`src/rtl/gray_ipu_stream.sv`:
```
// Streaming grayscale unit: converts RGB pixels one per handshake and packs
// PIX_PER_WORD gray samples into memory-width words for a fixed-length frame.

module gray_ipu_pixel #(
    parameter int CH_W = 8
) (
    input  logic [1:0]        mode,
    input  logic [CH_W-1:0]   thresh,
    input  logic [3*CH_W-1:0] rgb,
    output logic [CH_W-1:0]   gray
);
    localparam int ACC_W = CH_W + 10;

    logic [CH_W-1:0] r, g, b;
    logic [CH_W-1:0] luma, mean;

    assign r = rgb[3*CH_W-1:2*CH_W];
    assign g = rgb[2*CH_W-1:CH_W];
    assign b = rgb[CH_W-1:0];

    // Luma weights sum to 256, so the shifted result never exceeds the channel maximum
    assign luma = CH_W'((ACC_W'(r) * ACC_W'(77) + ACC_W'(g) * ACC_W'(150)
                       + ACC_W'(b) * ACC_W'(29)) >> 8);
    assign mean = CH_W'((ACC_W'(r) + ACC_W'(g) + ACC_W'(b)) / ACC_W'(3));

    always_comb begin
        gray = '0;
        case (mode)
            2'd0: gray = luma;
            2'd1: gray = mean;
            2'd2: gray = (luma >= thresh) ? '1 : '0;
            2'd3: gray = g;
        endcase
    end
endmodule

module gray_ipu_stream #(
    parameter int CH_W         = 8,
    parameter int PIX_PER_WORD = 4,
    parameter int NUM_PIX      = 64,
    parameter int WIDX_W       = ((NUM_PIX / PIX_PER_WORD) > 1) ? $clog2(NUM_PIX / PIX_PER_WORD) : 1
) (
    input  logic                         clk,
    input  logic                         reset,
    input  logic                         start,
    input  logic [1:0]                   mode,
    input  logic [CH_W-1:0]              thresh,
    input  logic                         in_valid,
    output logic                         in_ready,
    input  logic [3*CH_W-1:0]            in_rgb,
    output logic                         out_valid,
    input  logic                         out_ready,
    output logic [PIX_PER_WORD*CH_W-1:0] out_word,
    output logic [WIDX_W-1:0]            out_index,
    output logic [CH_W-1:0]              gray_last,
    output logic                         busy,
    output logic                         done
);
    localparam int LANE_W = (PIX_PER_WORD > 1) ? $clog2(PIX_PER_WORD) : 1;
    localparam int PIX_W  = $clog2(NUM_PIX + 1);
    localparam logic [LANE_W-1:0] LAST_LANE = LANE_W'(PIX_PER_WORD - 1);
    localparam logic [PIX_W-1:0]  LAST_PIX  = PIX_W'(NUM_PIX - 1);

    typedef enum logic [1:0] {
        ST_IDLE,
        ST_RUN,
        ST_DRAIN,
        ST_DONE
    } state_t;

    state_t                        state;
    logic [1:0]                    mode_q;
    logic [CH_W-1:0]               thresh_q;
    logic [LANE_W-1:0]             lane_cnt;
    logic [PIX_W-1:0]              pix_cnt;
    logic [WIDX_W-1:0]             word_cnt;
    logic [PIX_PER_WORD*CH_W-1:0]  pack_reg;
    logic [PIX_PER_WORD*CH_W-1:0]  pack_next;
    logic [CH_W-1:0]               g_cur;
    logic                          accept;
    logic                          out_hs;
    logic [WIDX_W-1:0]             next_index;

    gray_ipu_pixel #(.CH_W(CH_W)) u_pixel (
        .mode   (mode_q),
        .thresh (thresh_q),
        .rgb    (in_rgb),
        .gray   (g_cur)
    );

    // A pending word blocks input unless it is being taken this same cycle
    assign in_ready = (state == ST_RUN) && (!out_valid || out_ready);
    assign accept   = in_valid && in_ready;
    assign out_hs   = out_valid && out_ready;

    // A word completing alongside the previous handshake takes the next index
    assign next_index = out_hs ? (word_cnt + WIDX_W'(1)) : word_cnt;

    always_comb begin
        pack_next = pack_reg;
        pack_next[int'(lane_cnt) * CH_W +: CH_W] = g_cur;
    end

    always_ff @(posedge clk) begin
        if (reset) begin
            state     <= ST_IDLE;
            mode_q    <= '0;
            thresh_q  <= '0;
            lane_cnt  <= '0;
            pix_cnt   <= '0;
            word_cnt  <= '0;
            pack_reg  <= '0;
            out_valid <= 1'b0;
            out_word  <= '0;
            out_index <= '0;
            gray_last <= '0;
            busy      <= 1'b0;
            done      <= 1'b0;
        end else begin
            done <= 1'b0;

            if (out_hs) begin
                out_valid <= 1'b0;
                word_cnt  <= word_cnt + WIDX_W'(1);
            end

            if (accept) begin
                gray_last <= g_cur;
                pix_cnt   <= pix_cnt + PIX_W'(1);
                if (lane_cnt == LAST_LANE) begin
                    lane_cnt  <= '0;
                    pack_reg  <= '0;
                    out_valid <= 1'b1;
                    out_word  <= pack_next;
                    out_index <= next_index;
                end else begin
                    lane_cnt <= lane_cnt + LANE_W'(1);
                    pack_reg <= pack_next;
                end
            end

            case (state)
                ST_IDLE: begin
                    if (start) begin
                        state    <= ST_RUN;
                        mode_q   <= mode;
                        thresh_q <= thresh;
                        lane_cnt <= '0;
                        pix_cnt  <= '0;
                        word_cnt <= '0;
                        pack_reg <= '0;
                        busy     <= 1'b1;
                    end
                end
                ST_RUN: begin
                    if (accept && (pix_cnt == LAST_PIX)) begin
                        state <= ST_DRAIN;
                    end
                end
                ST_DRAIN: begin
                    if (out_hs) begin
                        state <= ST_DONE;
                        busy  <= 1'b0;
                        done  <= 1'b1;
                    end
                end
                ST_DONE: begin
                    state <= ST_IDLE;
                end
                default: begin
                    state <= ST_IDLE;
                end
            endcase
        end
    end
endmodule

```
`config.mk`:
```
export PLATFORM = sky130hd
export DESIGN_NAME = gray_ipu_stream
export DESIGN_NICKNAME = d
export VERILOG_FILES = /design/src/rtl/gray_ipu_stream.sv
export SDC_FILE = /design/constraint.sdc
export NUM_CORES = 1
export LEC_CHECK = 0
export CORE_MARGIN = 2
export CORE_UTILIZATION = 50
export DETAILED_ROUTE_END_ITERATION = 8
export DONT_BUFFER_PORTS = 1
export GPL_TIMING_DRIVEN = 1
export PLACE_DENSITY = 0.7
export SYNTH_ARGS = -nofsm -noshare
export SYNTH_HDL_FRONTEND = slang
export SYNTH_SLANG_ARGS = --single-unit
```
`constraint.sdc`:
```
create_clock -name clk -period 19.66 [get_ports clk]
set_clock_uncertainty 0.05 [all_clocks]
set_input_delay 3.932 -clock clk [delete_from_list [all_inputs] [get_ports clk]]
set_output_delay 3.932 -clock clk [all_outputs]
set_load 0.05 [all_outputs]
```
==> impl_results.md <==
* Worst Hold Depth at 2
* Total CTS buffers at 9
* Worst-case reg-to-reg path depth at 13
* Reg2reg setup slack at 16.31 ns
* CORE AREA at 18020 um^2
* Path type of the worst setup path: in2reg
* CP Capture Type: register
* Top cell type's share of synthesized area at 0.2262
* Number of flops mapped to enable cells by yosys at 0
* Pins Over Slew Limit at 0
* Max Clock Freq at 0.08710 GHz
* Outcome: completed
* Gr usage total at 0.2316
* Most common cell in the netlist: inv_1
* Synth async-reset ratio at 0
* Clk slew on worst S/H paths at 0.07 ns
* R2r endpoint: out_word[5]
* Post-CTS Setup Bufs at 0
* Die area at 19510 um^2
* Total Wirelength at 21700 um
* DR iter-0 viols at 464
* Slowest stage cell, crit path: o22ai_1
* Fin nets at 1277
* Net Count, Synth at 1304
* Post-CTS Resized at 0
* Top_reg_cell synth: dfxtp_1
* Via density at 5.744
* Clk sinks at 104
* Period utilisation layout at 0.5840
* H-tree depth at 3
* Cell family with most CP delay: adder cells
* Syn avg cell area at 8.459 um^2
* TritonCTS clock tree: yes
* Min-delay src: pix_cnt[6]
* Min-delay worst type: reg2reg
* Fill count at 1742
* Count of different cell masters after synthesis at 85
* Initial antenna violation count at 0
* Hpwl dp at 16480 um
* Clock latency on the worst-skew pair at 0.35 ns
* WL/cell at 16.75 um
* Initial Util at 0.5106
* Top post-synthesis cells by area: dfxtp_1 23%, ha_1 16%, fa_1 12%
* Synth area leader: dfxtp_1
* First-pass GRT wire length at 37120 um
* Final ANT Viol Nets at 0
* Site Rows at 49
* Area Growth Syn to Fin at 4.812%
* Drt first pass iters at 5
* CP Data Arrival Time at 11.62 ns
* Worst Path Buf+Inv at 4
* Fraction of final layout cells sized beyond drive strength 1 at 0.04690
* Reg2reg start: thresh_q[0]
* Crit-path max cell delay at 0.68 ns
* GPL Wtd Cong at 0.8681
* # setup viols final at 0
* Critical path peak fanout at 9
* Most used cell, CP: ha_1
* WHS Endpoint: pix_cnt[6]
* Root cell of the clock tree: clkbuf_16
* RSZ-0062 raised after global routing: no
* TNS Setup at 0 ns
* Diodes inserted at 0
* Largest net degree at the start of global routing at 67
* CP Data Required Time at 19.80 ns
* Crit path time final at 11.48 ns
* Synth Cell Area at 9204 um^2
* Via count at 7438
* Vias in the first global route at 7240
* CTS max path bufs at 2
* Slew Limit Headroom at 0.2967
* PortBufs at 0
* Final Hold Violating Endpoints at 0
* Worst setup SP type: input pin
* Worst slew pin tran at 1.047 ns
* Die W at 139.7 um
* Max-cap violations at 0
* IO Pins at 87
* Total congestion overflow at 0
* Die height at 139.7 um
* Sequential area share after synthesis at 0.2262
* Synth Instances at 1088
* Yosys reg bits at 104
* Ys Warns at 0
* Most common library cells after synthesis: 133 x inv_1, 120 x ha_1, 110 x nor2_1, 104 x dfxtp_1, 89 x nand2_1
* Drt drc at 0
* Post-CTS Hold Fix Bufs at 0
[per-layer routing]
layer  vias up  global-route usage  share of wire
met5         -                   0              0
met4         0             0.04789          0.015
met3        23             0.05368          0.050
met2       142              0.3676           0.45
met1      3575              0.3246           0.48
li1       3698                   -              -
[metrics by stage]
step | util | cells | hold WS [ns] | cell area (um^2) | setup slack [ns]
after global routing | 0.5352 | 1295 | 0.4287 | 9647 | 7.620
after floorplan | - | 1088 | 0.3754 | 9204 | 8.547
after detailed placement | 0.5174 | 1279 | 0.3927 | 9326 | 7.926
after global placement | 0.5174 | 1279 | 0.3845 | 9326 | 8.059
after CTS | 0.5352 | 1295 | 0.4074 | 9647 | 8.246
final | 0.5352 | 1295 | 0.4026 | 9647 | 8.179
[worst max-delay path by stage]
stage	from	end	slack, ns	depth (start not counted)
after floorplan	in_rgb[12]	out_word[28]	8.55	31
after global placement	in_rgb[12]	out_word[13]	8.06	31
after detailed placement	in_rgb[12]	out_word[5]	7.93	32
after CTS	in_rgb[11]	out_word[5]	8.25	33
after global routing	in_rgb[11]	out_word[21]	7.62	33
final	in_rgb[11]	out_word[5]	8.18	33
[cell type report]
cell class | count | area (um^2) | area share
Inverter | 135 | 506.7 | 0.05253
Clock buffer | 10 | 229.0 | 0.02374
Timing Repair Buffer | 2 | 15.01 | 0.001556
Tap cell | 229 | 286.5 | 0.02970
Multi-Input combinational cell | 809 | 6436 | 0.6672
Sequential cell | 104 | 2082 | 0.2158
Clock inverter | 6 | 91.34 | 0.009468
[cells by family (layout without fill, tap and decap cells)]
| kind of cell | count (synthesis) | count (layout) | share of synthesized area |
|---|---|---|---|
| multiplexers | 9 | 9 | 0.01142 |
| buffers and inverters | 175 | 153 | 0.07463 |
| AO/OA/AOI/OAI | 271 | 271 | 0.2012 |
| flip-flops | 104 | 104 | 0.2262 |
| AND/OR/NAND/NOR | 308 | 308 | 0.1546 |
| adder cells (fa/ha/maj) | 178 | 178 | 0.2882 |
| XOR/XNOR | 43 | 43 | 0.04378 |
[cell usage in the layout, fill, tap and decap left out, drive strengths merged, types with 4 or more instances in the layout]
cell type,count
a211oi,29
a21o,22
a21oi,81
a221oi,5
a22o,8
a2bb2oi,5
a31oi,4
a32o,4
and2,5
and3,5
and4,6
clkbuf,10
dfxtp,104
fa,57
ha,120
inv,134
mux2i,6
nand2,92
nand2b,13
nand3,16
nor2,112
nor2b,7
nor3,28
nor4b,4
o211ai,5
o21ai,58
o21bai,5
or2,5
or3,5
xnor2,27
xor2,16
[tightest hold or removal path: cells and delay by family, from the launching register on]
| kind | cells | cell delay [ns] |
|---|---|---|
| DFF | 1 | 0.31 |
| and+or+nand+nor | 1 | 0.05 |
| AOI/OAI and AO/OA | 1 | 0.05 |
Power is left out: the tool's default activity adds up to more than one toggle a clock period on the data nets, which glitch-free logic cannot reach.
